### config.mk
export PLATFORM = sky130hd
export DESIGN_NAME = multdiv_sequencer
export DESIGN_NICKNAME = d
export VERILOG_FILES = /design/src/rtl/multdiv_sequencer.sv
export SDC_FILE = /design/constraint.sdc
export NUM_CORES = 1
export LEC_CHECK = 0
export ABC_AREA = 1
export CAP_MARGIN = 20
export CORE_MARGIN = 5
export CORE_UTILIZATION = 50
export CTS_CLUSTER_DIAMETER = 200
export CTS_CLUSTER_SIZE = 16
export DETAILED_ROUTE_END_ITERATION = 8
export GPL_TIMING_DRIVEN = 0
export PLACE_DENSITY = 0.73
export RECOVER_POWER = 50
export SYNTH_ARGS = -nofsm -noshare
export SYNTH_HDL_FRONTEND = slang
export SYNTH_SLANG_ARGS = --single-unit
### constraint.sdc
create_clock -name clk -period 3.9 [get_ports clk]
set_input_delay 1.17 -clock clk [delete_from_list [all_inputs] [get_ports clk]]
set_output_delay 1.17 -clock clk [all_outputs]
set_load 0.03 [all_outputs]
### src/rtl/multdiv_sequencer.sv
// rtl/multdiv_sequencer.sv - multi-cycle unsigned MULTU/DIVU sequencer owning HI/LO
// Optional MULTDIV_EARLY_TERM_EN: MULT finishes once the remaining multiplier bits are zero.
module multdiv_sequencer #(
  parameter int WIDTH = 32,
  parameter int CNT_W = 6
) (
  input  logic             clk,
  input  logic             rst,
  input  logic             op_valid,
  input  logic [3:0]       alu_ctrl,
  input  logic [WIDTH-1:0] a,
  input  logic [WIDTH-1:0] b,
  output logic             busy,
  output logic             stall,
  output logic             done,
  output logic             div_by_zero,
  output logic [WIDTH-1:0] result,
  output logic [WIDTH-1:0] hi,
  output logic [WIDTH-1:0] lo
);

  localparam logic [3:0] MULTU_AC = 4'd7;
  localparam logic [3:0] DIVU_AC  = 4'd8;
  localparam logic [3:0] MFHI_AC  = 4'd9;
  localparam logic [3:0] MFLO_AC  = 4'd10;

  typedef enum logic [1:0] {S_IDLE, S_MULT, S_DIV, S_DONE} state_t;

  state_t             state_q, state_d;
  logic [CNT_W-1:0]   cnt_q, cnt_d;
  logic [2*WIDTH-1:0] acc_q, acc_d;
  logic [WIDTH-1:0]   opb_q, opb_d;
  logic [WIDTH-1:0]   hi_q, hi_d;
  logic [WIDTH-1:0]   lo_q, lo_d;
  logic               dbz_q, dbz_d;

  logic               is_start, is_req, accept, last_iter, mul_fin;
  logic [WIDTH:0]     mul_sum, rem_sh;
  logic               rem_ge;
  logic [2*WIDTH-1:0] mul_next, mul_final, div_next;
`ifdef MULTDIV_EARLY_TERM_EN
  logic [WIDTH-1:0]   mul_left;
  logic [CNT_W-1:0]   mul_rest;
`endif

  always_comb begin
    is_start  = (alu_ctrl == MULTU_AC) || (alu_ctrl == DIVU_AC);
    is_req    = is_start || (alu_ctrl == MFHI_AC) || (alu_ctrl == MFLO_AC);
    busy      = (state_q == S_MULT) || (state_q == S_DIV);
    stall     = busy && op_valid && is_req;
    accept    = op_valid && is_start && ((state_q == S_IDLE) || (state_q == S_DONE));
    last_iter = (cnt_q == CNT_W'(WIDTH - 1));

    // Product register holds {partial product, unconsumed multiplier bits}.
    mul_sum  = {1'b0, acc_q[2*WIDTH-1:WIDTH]} + (acc_q[0] ? {1'b0, opb_q} : '0);
    mul_next = {mul_sum, acc_q[WIDTH-1:1]};
`ifdef MULTDIV_EARLY_TERM_EN
    // Once no multiplier bits remain, the leftover iterations are pure shifts.
    mul_left  = mul_next[WIDTH-1:0] & ({WIDTH{1'b1}} >> (cnt_q + CNT_W'(1)));
    mul_rest  = CNT_W'(WIDTH - 1) - cnt_q;
    mul_fin   = last_iter || (mul_left == '0);
    mul_final = mul_next >> mul_rest;
`else
    mul_fin   = last_iter;
    mul_final = mul_next;
`endif

    // Remainder:quotient pair; the shifted-out remainder MSB is kept for the compare.
    rem_sh   = {acc_q[2*WIDTH-1:WIDTH], acc_q[WIDTH-1]};
    rem_ge   = rem_sh >= {1'b0, opb_q};
    div_next = {(rem_ge ? (rem_sh[WIDTH-1:0] - opb_q) : rem_sh[WIDTH-1:0]),
                acc_q[WIDTH-2:0], rem_ge};

    done        = (state_q == S_DONE);
    div_by_zero = done && dbz_q;
    hi          = hi_q;
    lo          = lo_q;
    result      = (alu_ctrl == MFHI_AC) ? hi_q : lo_q;
  end

  always_comb begin
    state_d = state_q;
    cnt_d   = cnt_q;
    acc_d   = acc_q;
    opb_d   = opb_q;
    hi_d    = hi_q;
    lo_d    = lo_q;
    dbz_d   = dbz_q;

    case (state_q)
      S_MULT: begin
        acc_d = mul_next;
        cnt_d = cnt_q + CNT_W'(1);
        if (mul_fin) begin
          state_d = S_DONE;
          hi_d    = mul_final[2*WIDTH-1:WIDTH];
          lo_d    = mul_final[WIDTH-1:0];
          dbz_d   = 1'b0;
        end
      end
      S_DIV: begin
        acc_d = div_next;
        cnt_d = cnt_q + CNT_W'(1);
        if (last_iter) begin
          state_d = S_DONE;
          hi_d    = div_next[2*WIDTH-1:WIDTH];
          lo_d    = div_next[WIDTH-1:0];
          dbz_d   = 1'b0;
        end
      end
      S_DONE: begin
        state_d = S_IDLE;
        dbz_d   = 1'b0;
      end
      default: ;
    endcase

    // A start in DONE overrides the return to IDLE.
    if (accept) begin
      cnt_d = '0;
      dbz_d = 1'b0;
      if (alu_ctrl == DIVU_AC) begin
        if (b == '0) begin
          state_d = S_DONE;
          hi_d    = a;
          lo_d    = {WIDTH{1'b1}};
          dbz_d   = 1'b1;
        end else begin
          state_d = S_DIV;
          acc_d   = {{WIDTH{1'b0}}, a};
          opb_d   = b;
        end
      end else begin
`ifdef MULTDIV_EARLY_TERM_EN
        if (b == '0) begin
          state_d = S_DONE;
          hi_d    = '0;
          lo_d    = '0;
        end else begin
          state_d = S_MULT;
          acc_d   = {{WIDTH{1'b0}}, b};
          opb_d   = a;
        end
`else
        state_d = S_MULT;
        acc_d   = {{WIDTH{1'b0}}, b};
        opb_d   = a;
`endif
      end
    end
  end

  always_ff @(posedge clk) begin
    if (rst) begin
      state_q <= S_IDLE;
      cnt_q   <= '0;
      acc_q   <= '0;
      opb_q   <= '0;
      hi_q    <= '0;
      lo_q    <= '0;
      dbz_q   <= 1'b0;
    end else begin
      state_q <= state_d;
      cnt_q   <= cnt_d;
      acc_q   <= acc_d;
      opb_q   <= opb_d;
      hi_q    <= hi_d;
      lo_q    <= lo_d;
      dbz_q   <= dbz_d;
    end
  end

endmodule

; After elaboration in Yosys (flattened, before gate mapping)
; Index checks and enable logic that the tools add are counted.
[totals]
ff_bits = 169
in_bits = 71
wordCells = 69
output_inout_bits = 100
[op_classes]
n_eq_ne = 10
magnitude_cmp = 1
n_reduce_logical = 17
addsub = 3
n_mux = 31
[op_table]
columns = op, count
row1 = 2-to-1 mux 32 bit, 15
row2 = 2-to-1 mux 64 bit, 3
row3 = case mux 32 bit (2 select lines), 2
row4 = case mux 64 bit (2 select lines), 1
row5 = adder 32 x 32 -> 33 bit, 1
row6 = >= comparator 33 x 32 -> 1 bit, 1
row7 = zero test 32 bit, 1
row8 = subtractor 32 bit, 1
row9 = equality test 4 bit (second input constant), 3
row10 = adder 6 x 1 -> 6 bit (second input constant), 1
row11 = equality test 6 x 5 -> 1 bit (second input constant), 1
row12 = 2-to-1 mux 2 bit, 3
row13 = logical AND 1 bit, 5
row14 = logical OR 1 bit, 5
row15 = 2-to-1 mux 1 bit, 5
row16 = equality test 2 bit (second input constant), 2
row17 = equality test 4 x 3 -> 1 bit (second input constant), 1
row18 = case mux 2 bit (2 select lines), 1
row19 = AND reduction 2 bit, 2
row20 = OR reduction 2 bit, 2
row21 = inequality test 3 x 1 -> 1 bit (second input constant), 1
row22 = nonzero test 3 bit, 1
row23 = equality test 2 x 1 -> 1 bit (second input constant), 1
row24 = zero test 2 bit, 1
row25 = 2 further kinds, 2

; Depth between registers and ports, before layout
; Gate-level depths: netlist of the first run.
[depth]
ltp_word = 7
ltp_mapped = 21
depth_no_buf = 19

; Least setup slack after synthesis of the first run
; OpenSTA, ideal clock, no wires.
[synth_timing]
path_type = input port to output port
startpoint = input alu_ctrl[2]
endpoint = output result[0]
required_ns = 2.730
arrival_time_ns = 2.461
n_path_buf = 1
stages = 6
path_slack_ns = 0.269
cell_sequence = inv_1 -> nand2_1 -> nor2_1 -> nand2_1 -> clkbuf_1 -> o21ai_0
[synth_between]
elab_chain_cells = 2
[synth_rtl]
columns = item, line_no
row1 = start: declaration, 10  ; input logic [3:0] alu_ctrl,
row2 = equality test 4 bit, 78  ; result = (alu_ctrl == MFHI_AC) ? hi_q : lo_q;
row3 = 2-to-1 mux 32 bit, 78
row4 = end: declaration, 17  ; output logic [WIDTH-1:0] result,
; Every way passes these cells.

; Worst setup path after layout of the first run
[layout_timing]
startpoint = input b[17]
endpoint = register acc_q[29]
[layout_between]
elab_chain_cells = 4
[layout_rtl]
columns = item, line_no
row1 = start: declaration, 12  ; input logic [WIDTH-1:0] b,
row2 = zero test 32 bit, 123  ; if (b == '0) begin
row3 = 2-to-1 mux 64 bit, 123
row4 = 2-to-1 mux 64 bit, 122  ; if (alu_ctrl == DIVU_AC) begin
row5 = 2-to-1 mux 64 bit, 119  ; if (accept) begin
row6 = end signal: assignment, 157  ; acc_q <= '0;
row7 = end signal: assignment, 165  ; acc_q <= acc_d;
row8 = end: declaration, 31  ; logic [2*WIDTH-1:0] acc_q, acc_d;
; Every way passes these cells.
; A chain may end at the register's enable or synchronous reset.

==> results of run 1 <==
## cells by family (layout without fill, tap and decap cells)
family          after synthesis  after routing  synth area share [%]
buf+inv                     506            706                  14.1
mux                           1              1                0.0719
compound gates              510            510                  19.8
flops                       169            169                  24.3
simple gates               1127           1127                  33.8
xor+xnor                     22             22                  1.38
fa+ha+maj                    71             71                  6.49
## registers in the layout (all words and copies together), names as in the netlist
register / count
acc_q: 64
hi: 32
lo: 32
opb_q: 32
cnt_q: 6
state_q: 2
dbz_q: 1
## worst min-delay path, stage by stage, from the launching register on
cell	delay [ps]
dfxtp_1	330
nand2_1	70
a21oi_1	50
## report_power, final
group,internal (mW),switching [mW],leakage [nW]
Combinational,2.82,6.69,6.60
Clock,0.874,0.869,0.286
Sequential,2.01,0.324,1.37
Total,5.70,7.88,8.26
## stage by stage
stage	setup TNS, ps	cell area, um2	setup WS, ps	power (mW)	utilization (%)
after CTS	0	16600	9.22	13.3	59.9
after global placement	-32290	16100	-832	11.4	58.2
after floorplan	0	13900	269	8.47	-
final	0	16600	23.4	13.6	60.1
after global routing	-295	16600	-28.1	14.6	60.1
after detailed placement	-40150	16100	-901	11.6	58.2
## worst min-delay path by stage
stage	start	end	slack [ps]	cells after the start
finish	cnt_q[4]	cnt_q[4]	490	2
global route	cnt_q[4]	cnt_q[4]	530	2
CTS	cnt_q[4]	cnt_q[4]	490	2
detailed placement	cnt_q[4]	cnt_q[4]	480	2
global placement	dbz_q	dbz_q	460	2
floorplan	dbz_q	dbz_q	440	2
## layer usage
layer  up-vias  wire, um  GRT usage [%]
li1       8172         -              -
met1      7707     23900           47.6
met2       883     27300           62.1
met5         -        11              0
met3       174      5760           6.75
met4         2      3150           18.2
## timing repair
action                                  4_1_cts  5_1_grt
setup buffers                                 1        0
gates resized for setup                     211       37
endpoints found under the setup margin       48       43
## synthesized netlist by cell type, types with 3 or more instances
master    number
nor3_1        17
o221ai_1       8
nor2_1       135
buf_6          5
o22ai_1       48
clkbuf_1      82
or2_0          6
ha_1          69
o21bai_1       9
nand2_1      716
nand3_1      190
o211ai_1       8
buf_2         12
nor4_1         4
a31oi_1       41
o21ai_0      192
nor2_2         4
o21ai_1       29
nand3b_1      13
buf_4          4
a211oi_1       3
nand4_1       26
inv_2          5
xnor2_1       16
dfxtp_1      169
xor2_1         6
inv_1        388
buf_1         10
or2_2          4
nand2_2        3
a21oi_1      169
## area by class of cell
class / count / area share (%)
Inverter: 393 / 8.91
Timing Repair Buffer: 170 / 9.48
Multi-Input combinational cell: 1731 / 51.8
Clock buffer: 18 / 2.65
Clock inverter: 14 / 0.912
Buffer: 111 / 3.07
Tap cell: 378 / 2.85
Sequential cell: 169 / 20.4
==> impl_metrics.yaml, run 1 <==
floorplan:
  core_um2: 27600
  start_util_pct: 50.4
  num_rows: 61
  dieArea_um2: 31300
  die_w_um: 177
  num_io_pins: 171
  die_height_um: 177
run:
  drv_cap: 0
sta:
  slew_viol_final: 0
  clock_skew_ps: 16.2
  tightestPinTransition_ps: 1050
  finalHoldViolations: 0
  period_needed_ps: 3880
  slew_headroom_pct: 29.9
  whs_ps: 489
  fin_crit_sh_pct: 99.4
  fmax_ghz: 0.258
  finalSetupViolations: 0
yosys:
  ys.warnings.count: 0
  syn_inst: 2406
  seq_area_frac_synth_pct: 24.3
  yosys.area.top_type: "dfxtp_1"
  ys_seq_elements: 169
  synth_area_um2: 13900
  ys_types: 43
  synth-main-ff-cell: "dfxtp_1"
  syn-mean-instance-area_um2: 5.79
  synth_top_area_share_pct: 24.3
  synth-edff-count: 0
  synthTopCellsByArea: "dfxtp_1 (24%), nand2_1 (19%), inv_1 (10%), o21ai_0 (6.9%), nand3_1 (6.8%)"
  synth-async-reset-ratio_pct: 0
  syn_nets: 2548
global_route:
  grtUsageTotal_pct: 37.7
  gr-total-overflow: 0
  grt_pass1_vias: 16100
  grt_max_degree: 19
  grt_antenna_before_repair: 1
  grt_pass1_wl_um: 91300
critical_path:
  cp_slowest_cell: "clkdlybuf4s50_1"
  slowest_delay_ps: 510
  cp-endpoint: "acc_q[29]"
  worstPathCellList: "clkdlybuf4s50_1 > nor4_1 > nand2_1 > nor3_1 > nand2_1 > inv_2 > a21oi_2 > nor2_4 > inv_1 > clkbuf_2 > o21ai_0"
  worstSetupStartpoint: "b[17]"
  timing.rr.end: "hi[23]"
  crit_buf_inv: 4
  cpMostUsedCell: "nand2_1"
  worstRegToRegCells: 18
  crit_family: "simple AND/OR/NAND/NOR gates"
  critical_path_depth: 11
  worstSetupStartpointType: "primary input"
  rrSetupSlack_ps: 160
  end_kind: "flip-flop"
  worstSetupPathType: "primary input to flip-flop"
  reg2reg_from: "acc_q[0]"
  arrival_ps: 4240
  worstPathRequired_ps: 4260
  cp_max_fo: 10
drt:
  vias: 16900
  routed_wirelength_um: 60200
  ant_nets: 0
  drc: 0
  dr.first_iter.drc_count: 1807
  via_per_inst: 5.68
  wire_per_inst_um: 20.2
  dr.pass1.iters: 6
cells_and_area:
  multi_input_area_um2: 8590
  regArea_um2: 3380
  layout_common_cells: "nand2_1 (715), inv_1 (388), nand3_1 (190)"
  syn_to_final_growth_pct: 19.2
  layout_commonest_cell: "nand2_1"
  fin_cells: 2984
  drive_gt1_share_pct: 4.60
  fillers: 2865
  diodes: 0
  final_nets: 2735
placed_design:
  place.gp.congestion: 1.09
  placed_cells: 2953
  portBuffers: 169
  place_hpwl_um: 49800
clock_network:
  clk_path_buf_depth: 2
  cts_buffers: 17
  clock_latency_ps: 450
  clkSinkCount: 169
  cts_htree_levels: 4
  path_clk_slew_ps: 80
  hold_buffers: 0
  root_buffer: "clkbuf_16"
  cts_tree: "yes"
power_and_ir_drop:
  peakVddDrop_uv: 408
  power_leakage_nw: 8.26
  power.density_nw_per_um2: 818
min_path:
  min_path_type: "flip-flop to flip-flop"
outcome:
  status: "finished clean"
Power figures use the tool's default switching activity.
==> run 2, diff against run 1 <==
--- a/config.mk
+++ b/config.mk
@@ -8,12 +8,12 @@
 export ABC_AREA = 1
 export CAP_MARGIN = 20
 export CORE_MARGIN = 5
-export CORE_UTILIZATION = 50
+export CORE_UTILIZATION = 58
 export CTS_CLUSTER_DIAMETER = 200
 export CTS_CLUSTER_SIZE = 16
 export DETAILED_ROUTE_END_ITERATION = 8
 export GPL_TIMING_DRIVEN = 0
-export PLACE_DENSITY = 0.73
+export PLACE_DENSITY = 0.83
 export RECOVER_POWER = 50
 export SYNTH_ARGS = -nofsm -noshare
 export SYNTH_HDL_FRONTEND = slang
==> impl_metrics.yaml, run 2 (synthesis results as in run 1) <==
outcome:
  status: "finished clean"
placed_design:
  place.gp.congestion: 1.22
  portBuffers: 169
  pre_cts_ws_ps: -836
  place_hpwl_um: 47400
cells_and_area:
  fillers: 2171
  final_nets: 2735
  syn_to_final_growth_pct: 18.9
  layout_commonest_cell: "nand2_1"
  largest_register_ffs: 64
  post-route-util_pct: 70.3
  drive_gt1_share_pct: 4.68
  layout_common_cells: "nand2_1 (715), inv_1 (388), nand3_1 (190)"
  regMostFlops: "acc_q"
critical_path:
  slowest_delay_ps: 480
  worstSetupStartpoint: "alu_ctrl[3]"
  worstSetupStartpointType: "primary input"
  worstRegToRegCells: 20
  rrSetupSlack_ps: 160
  cp_slowest_cell: "clkdlybuf4s50_1"
  cp_max_fo: 10
  worstPathRequired_ps: 2730
  worstPathCellList: "clkdlybuf4s50_1 > nand2_1 > nor2_2 > nand2_4 > buf_2 > o21ai_0 > buf_4"
  arrival_ps: 2700
  timing.rr.end: "hi[15]"
  cp-endpoint: "result[25]"
  worstSetupPathType: "primary input to output port"
  end_kind: "output port"
  reg2reg_from: "acc_q[0]"
sta:
  fmax_ghz: 0.258
  slew_headroom_pct: 30.8
  setup_tns_ps: 0
  clock_skew_ps: 15.2
  finalSetupViolations: 0
  slew_viol_final: 0
  finalHoldViolations: 0
  period_needed_ps: 3870
  fin_ws_ps: 29.7
  tightestPinTransition_ps: 1040
  fin_crit_sh_pct: 99.2
  rsz0062_at_grt: "true"
  whs_ps: 477
floorplan:
  core_um2: 23500
  num_io_pins: 171
  num_rows: 56
  die_height_um: 165
  dieArea_um2: 27200
  die_w_um: 165
  start_util_pct: 59.1
power_and_ir_drop:
  peakVddDrop_uv: 497
  power.density_nw_per_um2: 820
  fin_total_pwr_mw: 13.6
  power_leakage_nw: 8.25
clock_network:
  clkSinkCount: 169
  clk_path_buf_depth: 2
  root_buffer: "clkbuf_16"
  clock_latency_ps: 450
  cts_buffers: 17
  cts_tree: "yes"
  hold_buffers: 0
  cts_htree_levels: 4
  path_clk_slew_ps: 80
drt:
  drc: 0
  via_per_inst: 5.96
  ant_nets: 0
  wire_per_inst_um: 20.1
  routed_wirelength_um: 58700
  dr.pass1.iters: 7
  dr.first_iter.drc_count: 2613
  vias: 17400
global_route:
  grt_pass1_vias: 16400
  grt_antenna_before_repair: 1
  grtUsageTotal_pct: 42.4
  grt_pass1_wl_um: 88800
  gr-total-overflow: 0
  grt_max_degree: 19
run:
  drv_cap: 0
min_path:
  min_path_type: "flip-flop to flip-flop"
## run 2: cell count changes in the layout (fill, tap and decap cells not counted), sizes merged
cell	previous run	this run
diode	0	1
clkbuf	101	97
dlygate4sd3	67	66
clkinv	6	7
clkdlybuf4s50	69	70
clkinvlp	2	1
buf	62	66
## run 2: stage by stage
| step | area (um2) | cells |
|---|---|---|
| 2_1_floorplan | 13900 | 2406 |
| 3_3_place_gp | 16000 | 2894 |
| 3_5_place_dp | 16000 | 2894 |
| 4_1_cts | 16500 | 2926 |
| 5_1_grt | 16600 | 2925 |
| 6_report | 16600 | 2926 |
## run 2: critical path: cells and delay by family
family,cells,cell delay [ps]
buffers and inverters,3,900
AND/OR/NAND/NOR,3,440
AO/OA/AOI/OAI,1,190
## run 2: repair_timing
| action | 4_1_cts | 5_1_grt |
|---|---|---|
| resized for setup | 206 | 64 |
| gates cloned | 0 | 0 |
| buffers inserted | 1 | 0 |
| hold endpoints to repair | 0 | 0 |
| endpoints found under the setup margin | 42 | 46 |
## run 2: worst min path at each step
| stage | from | end | slack, ps | cells after the start |
|---|---|---|---|---|
| after CTS | dbz_q | dbz_q | 470 | 2 |
| after detailed placement | dbz_q | dbz_q | 460 | 2 |
| after global routing | dbz_q | dbz_q | 490 | 2 |
| final | dbz_q | dbz_q | 480 | 2 |
| after global placement | dbz_q | dbz_q | 460 | 2 |
| after floorplan | dbz_q | dbz_q | 440 | 2 |
## run 2: final cells by class
type	count	area, um2	area share, %
antenna	1	2.50	0.0151
buffer	111	502	3.03
clock buffer	18	439	2.65
clock inverter	14	155	0.937
inverter	393	1480	8.93
multi-input combinational	1731	8600	51.9
sequential	169	3380	20.4
tap	319	399	2.41
timing repair buffer	170	1600	9.66
## run 2: routing by layer
layer / global-route usage, % / wire, um
met2: 67.9 / 25700
met3: 11.6 / 7190
met4: 24.8 / 4220
met5: 0 / 13
met1: 51.0 / 21600
## run 2: power by group
part           internal [mW]  switching [mW]
sequential              2.01           0.328
clock                  0.877           0.857
combinational           2.82            6.68
total                   5.70            7.87
